**config.mk**
```make
export PLATFORM = sky130hd
export DESIGN_NAME = instr_sequencer
export DESIGN_NICKNAME = d
export VERILOG_FILES = /design/src/rtl/instr_sequencer_pkg.sv /design/src/rtl/instr_sequencer_decoder.sv /design/src/rtl/instr_sequencer.sv
export SDC_FILE = /design/constraint.sdc
export NUM_CORES = 1
export LEC_CHECK = 0
export CORE_ASPECT_RATIO = 1.4
export CORE_MARGIN = 2
export CORE_UTILIZATION = 40
export CTS_CLUSTER_SIZE = 28
export DETAILED_ROUTE_END_ITERATION = 12
export GPL_ROUTABILITY_DRIVEN = 0
export HOLD_SLACK_MARGIN = 0.12
export PLACE_DENSITY_LB_ADDON = 0.3
export REMOVE_ABC_BUFFERS = 1
export SYNTH_ARGS = -nofsm -noshare
export SYNTH_HDL_FRONTEND = slang
export SYNTH_HIERARCHICAL = 1
export SYNTH_SLANG_ARGS = --single-unit
```
**constraint.sdc**
```tcl
create_clock -name clk -period 4.1 [get_ports clk]
set_input_delay 1.23 -clock clk [delete_from_list [all_inputs] [get_ports clk]]
set_output_delay 1.23 -clock clk [all_outputs]
set_load 0.05 [all_outputs]
```
**src/rtl/instr_sequencer_pkg.sv**
```systemverilog
// rtl/instr_sequencer_pkg.sv - shared ALU op codes, opcode fields, Q-phase and instruction-class types
package instr_sequencer_pkg;

  // ALU operation codes understood by the shared ALU
  localparam logic [3:0] ALU_ADD    = 4'h0;
  localparam logic [3:0] ALU_AND    = 4'h1;
  localparam logic [3:0] ALU_CLR    = 4'h2;
  localparam logic [3:0] ALU_COM    = 4'h3;
  localparam logic [3:0] ALU_DEC    = 4'h4;
  localparam logic [3:0] ALU_INC    = 4'h5;
  localparam logic [3:0] ALU_OR     = 4'h6;
  localparam logic [3:0] ALU_PASSLF = 4'h7;
  localparam logic [3:0] ALU_PASSW  = 4'h8;
  localparam logic [3:0] ALU_RLF    = 4'h9;
  localparam logic [3:0] ALU_RRF    = 4'hA;
  localparam logic [3:0] ALU_SUB    = 4'hB;
  localparam logic [3:0] ALU_SWAPF  = 4'hC;
  localparam logic [3:0] ALU_XOR    = 4'hD;

  // Whole-word encodings
  localparam logic [13:0] INSTR_NOP = 14'h0000;
  localparam logic [13:0] OP_RETURN = 14'h0008;
  localparam logic [13:0] OP_RETFIE = 14'h0009;

  // Opcode group, ir[13:12]
  localparam logic [1:0] GRP_BYTE = 2'b00;
  localparam logic [1:0] GRP_BIT  = 2'b01;
  localparam logic [1:0] GRP_CTRL = 2'b10;
  localparam logic [1:0] GRP_LIT  = 2'b11;

  // Byte-oriented op field, ir[11:8]
  localparam logic [3:0] BOP_MISC   = 4'h0;
  localparam logic [3:0] BOP_CLR    = 4'h1;
  localparam logic [3:0] BOP_SUBWF  = 4'h2;
  localparam logic [3:0] BOP_DECF   = 4'h3;
  localparam logic [3:0] BOP_IORWF  = 4'h4;
  localparam logic [3:0] BOP_ANDWF  = 4'h5;
  localparam logic [3:0] BOP_XORWF  = 4'h6;
  localparam logic [3:0] BOP_ADDWF  = 4'h7;
  localparam logic [3:0] BOP_MOVF   = 4'h8;
  localparam logic [3:0] BOP_COMF   = 4'h9;
  localparam logic [3:0] BOP_INCF   = 4'hA;
  localparam logic [3:0] BOP_DECFSZ = 4'hB;
  localparam logic [3:0] BOP_RRF    = 4'hC;
  localparam logic [3:0] BOP_RLF    = 4'hD;
  localparam logic [3:0] BOP_SWAPF  = 4'hE;
  localparam logic [3:0] BOP_INCFSZ = 4'hF;

  // Bit-oriented op field, ir[11:10]
  localparam logic [1:0] BIT_BCF   = 2'b00;
  localparam logic [1:0] BIT_BSF   = 2'b01;
  localparam logic [1:0] BIT_BTFSC = 2'b10;
  localparam logic [1:0] BIT_BTFSS = 2'b11;

  // Literal op fields (matched on ir[11:10], ir[11:9] or ir[11:8])
  localparam logic [1:0] LOP_MOVLW = 2'b00;
  localparam logic [1:0] LOP_RETLW = 2'b01;
  localparam logic [2:0] LOP_SUBLW = 3'b110;
  localparam logic [2:0] LOP_ADDLW = 3'b111;
  localparam logic [3:0] LOP_IORLW = 4'h8;
  localparam logic [3:0] LOP_ANDLW = 4'h9;
  localparam logic [3:0] LOP_XORLW = 4'hA;

  typedef enum logic [1:0] {Q1 = 2'd0, Q2 = 2'd1, Q3 = 2'd2, Q4 = 2'd3} q_phase_e;

  typedef enum logic [3:0] {
    CLS_NOP    = 4'd0,
    CLS_BYTE   = 4'd1,
    CLS_BIT    = 4'd2,
    CLS_LIT    = 4'd3,
    CLS_GOTO   = 4'd4,
    CLS_CALL   = 4'd5,
    CLS_RETURN = 4'd6,
    CLS_RETLW  = 4'd7,
    CLS_RETFIE = 4'd8
  } instr_class_e;

  typedef enum logic [1:0] {SKIP_NONE = 2'd0, SKIP_Z = 2'd1, SKIP_BCLR = 2'd2, SKIP_BSET = 2'd3} skip_e;

  typedef enum logic [1:0] {WB_NONE = 2'd0, WB_F = 2'd1, WB_W = 2'd2} wb_e;

endpackage

```
**src/rtl/instr_sequencer_decoder.sv**
```systemverilog
// rtl/instr_sequencer_decoder.sv - combinational 14-bit mid-range opcode decoder
module instr_decoder
  import instr_sequencer_pkg::*;
(
  input  logic [13:0] ir,
  output logic [3:0]  cls,
  output logic [3:0]  alu_op,
  output logic        alu_sel_lit,
  output logic        rd_f,
  output logic [1:0]  wb,
  output logic        status_en,
  output logic [1:0]  skip,
  output logic        bit_set,
  output logic        bit_clr
);

  logic [1:0] dest_d;

  // d-bit selects the byte-op writeback target
  assign dest_d = ir[7] ? WB_F : WB_W;

  // Decode everything to NOP first; each recognised encoding overrides what it needs
  always_comb begin
    cls         = CLS_NOP;
    alu_op      = ALU_ADD;
    alu_sel_lit = 1'b0;
    rd_f        = 1'b0;
    wb          = WB_NONE;
    status_en   = 1'b0;
    skip        = SKIP_NONE;
    bit_set     = 1'b0;
    bit_clr     = 1'b0;
    case (ir[13:12])
      GRP_BYTE: begin
        if (ir[11:8] == BOP_MISC) begin
          if (ir[7]) begin
            cls    = CLS_BYTE;
            alu_op = ALU_PASSW;
            wb     = WB_F;
          end else if (ir == OP_RETURN) begin
            cls = CLS_RETURN;
          end else if (ir == OP_RETFIE) begin
            cls = CLS_RETFIE;
          end
        end else if (ir[11:8] == BOP_CLR) begin
          cls       = CLS_BYTE;
          alu_op    = ALU_CLR;
          wb        = dest_d;
          status_en = 1'b1;
        end else begin
          cls       = CLS_BYTE;
          rd_f      = 1'b1;
          wb        = dest_d;
          status_en = 1'b1;
          case (ir[11:8])
            BOP_SUBWF:  alu_op = ALU_SUB;
            BOP_DECF:   alu_op = ALU_DEC;
            BOP_IORWF:  alu_op = ALU_OR;
            BOP_ANDWF:  alu_op = ALU_AND;
            BOP_XORWF:  alu_op = ALU_XOR;
            BOP_ADDWF:  alu_op = ALU_ADD;
            BOP_MOVF:   alu_op = ALU_PASSLF;
            BOP_COMF:   alu_op = ALU_COM;
            BOP_INCF:   alu_op = ALU_INC;
            BOP_DECFSZ: begin alu_op = ALU_DEC;   status_en = 1'b0; skip = SKIP_Z; end
            BOP_RRF:    alu_op = ALU_RRF;
            BOP_RLF:    alu_op = ALU_RLF;
            BOP_SWAPF:  begin alu_op = ALU_SWAPF; status_en = 1'b0; end
            BOP_INCFSZ: begin alu_op = ALU_INC;   status_en = 1'b0; skip = SKIP_Z; end
            default:    alu_op = ALU_ADD;
          endcase
        end
      end
      GRP_BIT: begin
        cls    = CLS_BIT;
        alu_op = ALU_PASSLF;
        rd_f   = 1'b1;
        case (ir[11:10])
          BIT_BCF:   begin wb = WB_F; bit_clr = 1'b1; end
          BIT_BSF:   begin wb = WB_F; bit_set = 1'b1; end
          BIT_BTFSC: skip = SKIP_BCLR;
          default:   skip = SKIP_BSET;
        endcase
      end
      GRP_CTRL: begin
        cls = ir[11] ? CLS_GOTO : CLS_CALL;
      end
      default: begin
        if (ir[11:10] == LOP_MOVLW) begin
          cls = CLS_LIT; alu_op = ALU_PASSLF; alu_sel_lit = 1'b1; wb = WB_W;
        end else if (ir[11:10] == LOP_RETLW) begin
          cls = CLS_RETLW; alu_op = ALU_PASSLF; alu_sel_lit = 1'b1; wb = WB_W;
        end else if (ir[11:9] == LOP_SUBLW) begin
          cls = CLS_LIT; alu_op = ALU_SUB; alu_sel_lit = 1'b1; wb = WB_W; status_en = 1'b1;
        end else if (ir[11:9] == LOP_ADDLW) begin
          cls = CLS_LIT; alu_op = ALU_ADD; alu_sel_lit = 1'b1; wb = WB_W; status_en = 1'b1;
        end else if (ir[11:8] == LOP_IORLW) begin
          cls = CLS_LIT; alu_op = ALU_OR; alu_sel_lit = 1'b1; wb = WB_W; status_en = 1'b1;
        end else if (ir[11:8] == LOP_ANDLW) begin
          cls = CLS_LIT; alu_op = ALU_AND; alu_sel_lit = 1'b1; wb = WB_W; status_en = 1'b1;
        end else if (ir[11:8] == LOP_XORLW) begin
          cls = CLS_LIT; alu_op = ALU_XOR; alu_sel_lit = 1'b1; wb = WB_W; status_en = 1'b1;
        end
      end
    endcase
  end

endmodule

```
**src/rtl/instr_sequencer.sv**
```systemverilog
// rtl/instr_sequencer.sv - Q1..Q4 instruction-cycle sequencer with IR, flush flag and strobe gating
module instr_sequencer
  import instr_sequencer_pkg::*;
#(
  parameter int PC_WIDTH      = 13,
  parameter int RF_ADDR_WIDTH = 7
) (
  input  logic                     clk,
  input  logic                     rst,
  input  logic                     en,
  input  logic [13:0]              instr_in,
  input  logic                     alu_z,
  input  logic                     alu_bit_test_res,
  output logic [1:0]               q_phase,
  output logic [13:0]              ir,
  output logic [3:0]               alu_op,
  output logic                     alu_sel_lit,
  output logic [7:0]               literal,
  output logic                     alu_status_wr_en,
  output logic [RF_ADDR_WIDTH-1:0] rf_addr,
  output logic                     rf_rd_en,
  output logic                     rf_wr_en,
  output logic                     w_wr_en,
  output logic [2:0]               bit_sel,
  output logic                     bit_set_en,
  output logic                     bit_clr_en,
  output logic                     pc_inc,
  output logic                     pc_load,
  output logic [10:0]              pc_load_addr,
  output logic                     stack_push,
  output logic                     stack_pop,
  output logic                     gie_set,
  output logic                     flushing
);

  // Branch target is clipped to the PC width when the PC is narrower than the field
  localparam int TGT_W = (PC_WIDTH < 11) ? PC_WIDTH : 11;

  q_phase_e    q_r;
  q_phase_e    q_next;
  logic [13:0] ir_r;
  logic        flush_r;
  logic [13:0] dec_ir;
  logic        active;

  logic [3:0]  d_cls;
  logic [3:0]  d_alu_op;
  logic        d_sel_lit;
  logic        d_rd_f;
  logic [1:0]  d_wb;
  logic        d_status;
  logic [1:0]  d_skip;
  logic        d_bit_set;
  logic        d_bit_clr;

  logic        is_load;
  logic        is_push;
  logic        is_pop;
  logic        is_gie;
  logic        skip_taken;
  logic        redirect;

  // Reset in flight also blocks strobes so no partial Q4 escapes
  assign active = en && !rst;
  // A flushed cycle executes the fetched word as a NOP
  assign dec_ir = flush_r ? INSTR_NOP : ir_r;

  // Q-phase state register; en=0 freezes the phase
  always_ff @(posedge clk) begin
    if (rst) begin
      q_r <= Q1;
    end else if (en) begin
      q_r <= q_next;
    end
  end

  // Q-phase advance Q1 -> Q2 -> Q3 -> Q4 -> Q1
  always_comb begin
    q_next = q_r;
    case (q_r)
      Q1: q_next = Q2;
      Q2: q_next = Q3;
      Q3: q_next = Q4;
      Q4: q_next = Q1;
    endcase
  end

  // IR fetch and flush decision happen together at the end of Q4
  always_ff @(posedge clk) begin
    if (rst) begin
      ir_r    <= INSTR_NOP;
      flush_r <= 1'b0;
    end else if (en && q_r == Q4) begin
      ir_r    <= instr_in;
      flush_r <= redirect;
    end
  end

  instr_decoder u_decoder (
    .ir          (dec_ir),
    .cls         (d_cls),
    .alu_op      (d_alu_op),
    .alu_sel_lit (d_sel_lit),
    .rd_f        (d_rd_f),
    .wb          (d_wb),
    .status_en   (d_status),
    .skip        (d_skip),
    .bit_set     (d_bit_set),
    .bit_clr     (d_bit_clr)
  );

  assign is_load = (d_cls == CLS_GOTO) || (d_cls == CLS_CALL);
  assign is_push = (d_cls == CLS_CALL);
  assign is_pop  = (d_cls == CLS_RETURN) || (d_cls == CLS_RETLW) || (d_cls == CLS_RETFIE);
  assign is_gie  = (d_cls == CLS_RETFIE);

  assign skip_taken = ((d_skip == SKIP_Z)    &&  alu_z) ||
                      ((d_skip == SKIP_BCLR) && !alu_bit_test_res) ||
                      ((d_skip == SKIP_BSET) &&  alu_bit_test_res);
  // Anything that changes the fetch stream discards the word already fetched
  assign redirect = skip_taken || is_load || is_pop;

  // Phase-qualified strobes: read in Q2, writeback and PC/stack control in Q4
  always_comb begin
    rf_rd_en         = 1'b0;
    rf_wr_en         = 1'b0;
    w_wr_en          = 1'b0;
    alu_status_wr_en = 1'b0;
    bit_set_en       = 1'b0;
    bit_clr_en       = 1'b0;
    pc_inc           = 1'b0;
    pc_load          = 1'b0;
    stack_push       = 1'b0;
    stack_pop        = 1'b0;
    gie_set          = 1'b0;
    if (active && q_r == Q2) begin
      rf_rd_en = d_rd_f;
    end
    if (active && q_r == Q4) begin
      rf_wr_en         = (d_wb == WB_F);
      w_wr_en          = (d_wb == WB_W);
      alu_status_wr_en = d_status;
      bit_set_en       = d_bit_set;
      bit_clr_en       = d_bit_clr;
      pc_load          = is_load;
      stack_push       = is_push;
      stack_pop        = is_pop;
      gie_set          = is_gie;
      pc_inc           = !(is_load || is_pop);
    end
  end

  assign q_phase      = q_r;
  assign ir           = ir_r;
  assign alu_op       = d_alu_op;
  assign alu_sel_lit  = d_sel_lit;
  assign literal      = ir_r[7:0];
  assign rf_addr      = ir_r[RF_ADDR_WIDTH-1:0];
  assign bit_sel      = ir_r[9:7];
  assign pc_load_addr = 11'(ir_r[TGT_W-1:0]);
  assign flushing     = flush_r;

endmodule

```
[After elaboration in Yosys (flattened, before gate mapping)]
Index checks and enable logic that the tools add are counted.
Word-level totals
  bits of input ports: 19
  flip-flop bits (word level): 17
  word-level logic and storage cells: 143
  output and inout port bits: 62
Cells by class
  muxes and demuxes: 76
  reductions and logical operators: 29
  eq/ne operators: 35
Operators with widths (number)
  $mux W4: 20
  $pmux W4 S11: 1
  $eq A4 B4 Y1 const B: 9
  $mux W1: 34
  $eq A14 B4 Y1 const B: 2
  $eq A4 B3 Y1 const B: 7
  $mux W2: 12
  $pmux W4 S3: 2
  $eq A2 B2 Y1 const B: 7
  $mux W14: 1
  $eq A2 B1 Y1 const B: 5
  $reduce_or A2 Y1: 5
  $eq A4 B2 Y1 const B: 2
  $logic_or A1 B1 Y1: 8
  $pmux W2 S2: 2
  $pmux W2 S4: 1
  $logic_and A1 B1 Y1: 7
  $eq A3 B3 Y1 const B: 2
  $logic_not A2 Y1: 3
  $pmux W2 S3: 1
  $reduce_or A3 Y1: 2
  $eq A4 B1 Y1 const B: 1
  $logic_not A4 Y1: 1
  $pmux W1 S2: 2
  $logic_not A1 Y1: 3

[Longest topological paths before layout]
  depth in word-level cells: 16
  mapped depth: 10
  gate-level depth less buffers: 7

[Hierarchy]
The synthesis kept the hierarchy.
Modules (own cells, without submodules)
  instr_sequencer: cells an instance 142, area an instance 1093.5 um2, times used 1, sequential area each 340.3 um2
  instr_decoder: cells an instance 77, area an instance 505.5 um2, times used 1, sequential area each 0.0 um2

[Worst setup path after synthesis]
Ideal clock, no wire load.
  kind: register -> output
  start: register flush_r, in the netlist flushing
  end: output port w_wr_en
  path buffers: 2
  cell stages (with the launch flop): 8
  setup slack: -1150 ps
  data arrival time: 4020 ps
  cells stage by stage: dfxtp_1 -> clkbuf_1 -> nor2b_1 -> buf_6 -> and3b_1 -> a211oi_1 -> a21o_1 -> nor3b_1
Between the ends
  cells in the longest elaborated chain, start to end: 12
RTL lines
  start: declaration: RTL line instr_sequencer.sv:42  | logic flush_r;
  start signal: assignment: RTL line instr_sequencer.sv:95  | flush_r <= redirect;
  $mux W14 (*): RTL line instr_sequencer.sv:66  | assign dec_ir = flush_r ? INSTR_NOP : ir_r;
  net dec_ir[9]: RTL line instr_sequencer.sv:43  | logic [13:0] dec_ir;
  $eq A4 B4 Y1: RTL line instr_sequencer_decoder.sv:101  | end else if (ir[11:8] == LOP_XORLW) begin
  $mux W2: RTL line instr_sequencer_decoder.sv:101
  $mux W2: RTL line instr_sequencer_decoder.sv:99  | end else if (ir[11:8] == LOP_ANDLW) begin
  $mux W2: RTL line instr_sequencer_decoder.sv:97  | end else if (ir[11:8] == LOP_IORLW) begin
  $mux W2: RTL line instr_sequencer_decoder.sv:95  | end else if (ir[11:9] == LOP_ADDLW) begin
  $mux W2: RTL line instr_sequencer_decoder.sv:93  | end else if (ir[11:9] == LOP_SUBLW) begin
  $mux W2: RTL line instr_sequencer_decoder.sv:91  | end else if (ir[11:10] == LOP_RETLW) begin
  $mux W2: RTL line instr_sequencer_decoder.sv:89  | if (ir[11:10] == LOP_MOVLW) begin
  $pmux W2 S3 (*): RTL line instr_sequencer_decoder.sv:33  | case (ir[13:12])
  net d_wb[1]: RTL line instr_sequencer.sv:50  | logic [1:0] d_wb;
  $eq A2 B2 Y1 (*): RTL line instr_sequencer.sv:141  | w_wr_en = (d_wb == WB_W);
  $mux W1 (*): RTL line instr_sequencer.sv:139  | if (active && q_r == Q4) begin
  end: declaration: RTL line instr_sequencer.sv:23  | output logic w_wr_en,
Mark *: on every way through the listed nets, which the timed path passes. The rest lies on a longest branch.

[Final worst setup path]
  start: register ir_r[8], in the netlist ir[8]
  end: output port stack_pop
Between the ends
  cells in the longest elaborated chain, start to end: 14
RTL lines
  start: declaration: RTL line instr_sequencer.sv:41  | logic [13:0] ir_r;
  start signal: assignment: RTL line instr_sequencer.sv:94  | ir_r <= instr_in;
  $mux W14 (*): RTL line instr_sequencer.sv:66
  net dec_ir[8]: RTL line instr_sequencer.sv:43
  $eq A4 B4 Y1: RTL line instr_sequencer_decoder.sv:101
  $mux W2: RTL line instr_sequencer_decoder.sv:101
  $mux W4: RTL line instr_sequencer_decoder.sv:99
  $mux W4: RTL line instr_sequencer_decoder.sv:97
  $mux W4: RTL line instr_sequencer_decoder.sv:95
  $mux W4: RTL line instr_sequencer_decoder.sv:93
  $mux W4: RTL line instr_sequencer_decoder.sv:91
  $mux W4: RTL line instr_sequencer_decoder.sv:89
  $pmux W4 S3 (*): RTL line instr_sequencer_decoder.sv:33
  net d_cls[0]: RTL line instr_sequencer.sv:46  | logic [3:0] d_cls;
  $eq A4 B3 Y1: RTL line instr_sequencer.sv:114  | assign is_pop = (d_cls == CLS_RETURN) || (d_cls == CLS_RETLW) || (d_cls == CLS_RETFIE);
  $logic_or A1 B1 Y1: RTL line instr_sequencer.sv:114
  $logic_or A1 B1 Y1 (*): RTL line instr_sequencer.sv:114
  $mux W1 (*): RTL line instr_sequencer.sv:139
  end: declaration: RTL line instr_sequencer.sv:31  | output logic stack_pop,
Marked as above.

==> impl_metrics.csv <==
group,metric,value,unit
run_status,status,"complete, no violations",
critical_path,max_stage_delay,550,ps
route,wl_met1,1640,um
clocking,holdBufCountCts,0,
power_and_ir_drop,power.leakage,0.930,nW
synth,synth.area.top_cells,"dfxtp_1, buf_4, nand2_1",
synth,ys_warn_count,6,
synth,synth-edff-count,0,
timing,finClkSkew,1.19,ps
placement,dp_slack,204,ps
critical_path,crit_fanout,6,
min_path,hold_class,"register to register",
timing,hold_viol_final,0,
critical_path,endpoint_kind,"output port",
clocking,cts_setup_buffers,0,
finish,fin_nets,297,
critical_path,crit_chain,"nor2b_1, and3b_1, o21ai_0, a22o_1, or4b_4, a21oi_1, buf_12",
synth,yosys.area.top_type_share,21.3,%
global_route,grt_max_degree,20,
critical_path,arrival,2660,ps
run,maxCapViolCount,0,
placement,dpl.hpwl,3370,um
global_route,track_usage,18.7,%
route,dr_total_vias,1693,
clocking,cts.sinks,17,
route,wire_per_inst,13.6,um
timing,setup_viol,0,
synth,ys_seq_area_share,21.3,%
placement,io_buffers,80,
die,fp.dieH,78.8,um
route,met3_length,231,um
timing,worst_pin_slew,555,ps
route,wl_met2,2350,um
die,die_w,57.4,um
clocking,cts_tree,"built",
die,io_pins,81,
synth,ys_types,47,
clocking,clkTransAtPathRegs,70,ps
timing,fin_crit,3890,ps
critical_path,worstSetupStartpoint,"ir[8]",
power_and_ir_drop,vdd_ir_drop_max,0.208,mV
critical_path,crit_family,"simple AND/OR/NAND/NOR gates",
clocking,cts-htree-levels,1,
critical_path,cp-start-kind,"register",
die,placeableCoreArea,3880,sq um
finish,drive_above_1_share,15.8,%
global_route,grt_pass1_vias,1498,
clocking,cts_buffer_depth,2,
critical_path,crit_type,"register to output port",
route,via_per_inst,5.36,
synth,synth_top_cell_by_area,"dfxtp_1",
min_path,worstHoldStart,"ir[13]",
global_route,antenna_found_initial,0,
timing,finalSetupTns,0,ps
die,die-area,4530,sq um
power_and_ir_drop,powerDensity,166,nW/um^2
clocking,cts_resized,0,
critical_path,required,2870,ps
route,first_pass_iters,4,
synth,syn_area_per_cell,7.30,sq um
timing,max_freq,0.257,GHz
die,start_util,41.2,%
critical_path,cp_slowest_cell,"or4b_4",
critical_path,cp_num_buf_inv,1,
synth,yosys_most_used_dff,"dfxtp_1",
clocking,cts_root_buf,"clkbuf_8",
timing,rsz0062_at_grt,"false",
route,drc,0,
finish,antennaDiodeCount,0,
synth,ys_async_sr_fraction,0,%
clocking,numCtsBuffers,3,
synth,synthCells,219,
die,rows,27,
synth,synth-seq-cells,17,
synth,synth.cell_area,1600,sq um
route,top_layer,"met4",
timing,maxSlewViolCount,0,
global_route,grt_pass1_wl,6920,um
timing,maxSlewHeadroom,62.9,%
route,totalWireLength,4300,um
timing,fin_crit_sh,95.0,%
critical_path,r2r-start,"ir[8]",
route,ant_nets,0,
timing,setup_slack,207,ps
clocking,clock_latency,260,ps
finish,area_delta_synth_final,52.7,%
global_route,grt_remaining_overflow,0,
route,drt-initial-drc-count,40,
-- synthesized netlist by cell type (5+ instances only) --
cell type	instances
a21oi_1	23
and3_1	5
buf_4	35
dfxtp_1	17
inv_1	7
nand2_1	34
nor2_1	12
nor2b_1	15
o21ai_0	7
-- layer usage --
| layer | vias up | track usage (%) |
|---|---|---|
| li1 | 834 | - |
| met1 | 789 | 21.4 |
| met2 | 63 | 34.9 |
| met3 | 7 | 1.30 |
| met4 | 0 | 6.98 |
| met5 | - | 0 |
-- sequential cells by signal (all words and copies together) (netlist names) --
name,flops
flushing,1
q_phase,2
ir,14
-- worst paths after layout --
check / to / slack, ps / cells past startpoint
worst max-delay path: stack_pop / 210 / 7
worst min register to register: ir[13] / 470 / 2
worst max register to register: flushing / 1760 / 7
worst min-delay path: ir[13] / 470 / 2
-- cell usage in the layout, fill, tap and decap left out, types with 3 or more instances in the layout --
cell / n
a21oi_1: 23
and3_1: 5
buf_12: 15
buf_4: 16
clkbuf_8: 3
clkdlybuf4s50_1: 64
dfxtp_1: 16
ha_1: 4
inv_1: 7
nand2_1: 34
nand2b_1: 3
nor2_1: 12
nor2b_1: 15
nor3_1: 4
nor3b_1: 3
o21ai_0: 7
-- kinds of logic after synthesis --
logic type	Yosys count	synth area share, %
flip-flops	17	21.3
AO/OA/AOI/OAI	48	19.0
buffers and inverters	52	21.7
XOR/XNOR	2	1.10
adder cells (fa/ha/maj)	4	3.13
multiplexers	2	1.25
AND/OR/NAND/NOR	94	32.6
-- power breakdown --
group	switching (mW)	leakage [nW]	internal, mW
sequential	0.00493	0.138	0.169
clock	0.0601	0.0255	0.0676
combinational	0.0571	0.766	0.0466
total	0.122	0.930	0.283
-- area by class of cell --
type | count | area [sq um]
Timing Repair Buffer | 95 | 1060
Multi-Input combinational cell | 150 | 912
Clock buffer | 3 | 41.3
Clock inverter | 1 | 5.00
Fill cell | 341 | 1440
Tap cell | 43 | 53.8
Sequential cell | 17 | 342
Inverter | 7 | 26.3
-- worst register-to-register path, delay by kind of cell, from the launching register on --
family / cells / cell delay (ps)
flops: 1 / 390
simple gates: 4 / 1410
compound gates: 3 / 480
-- metrics by stage --
step           hold slack [ps]  area [sq um]  utilization (%)  cells  power, mW
2_1_floorplan              681          1280                -    174      0.230
3_3_place_gp               454          2390             61.6    312      0.279
3_5_place_dp               461          2390             61.6    312      0.281
4_1_cts                    470          2440             62.8    316      0.406
5_1_grt                    508          2440             62.8    316      0.418
6_report                   469          2440             62.8    316      0.405
(Power assumes the default switching activity.)
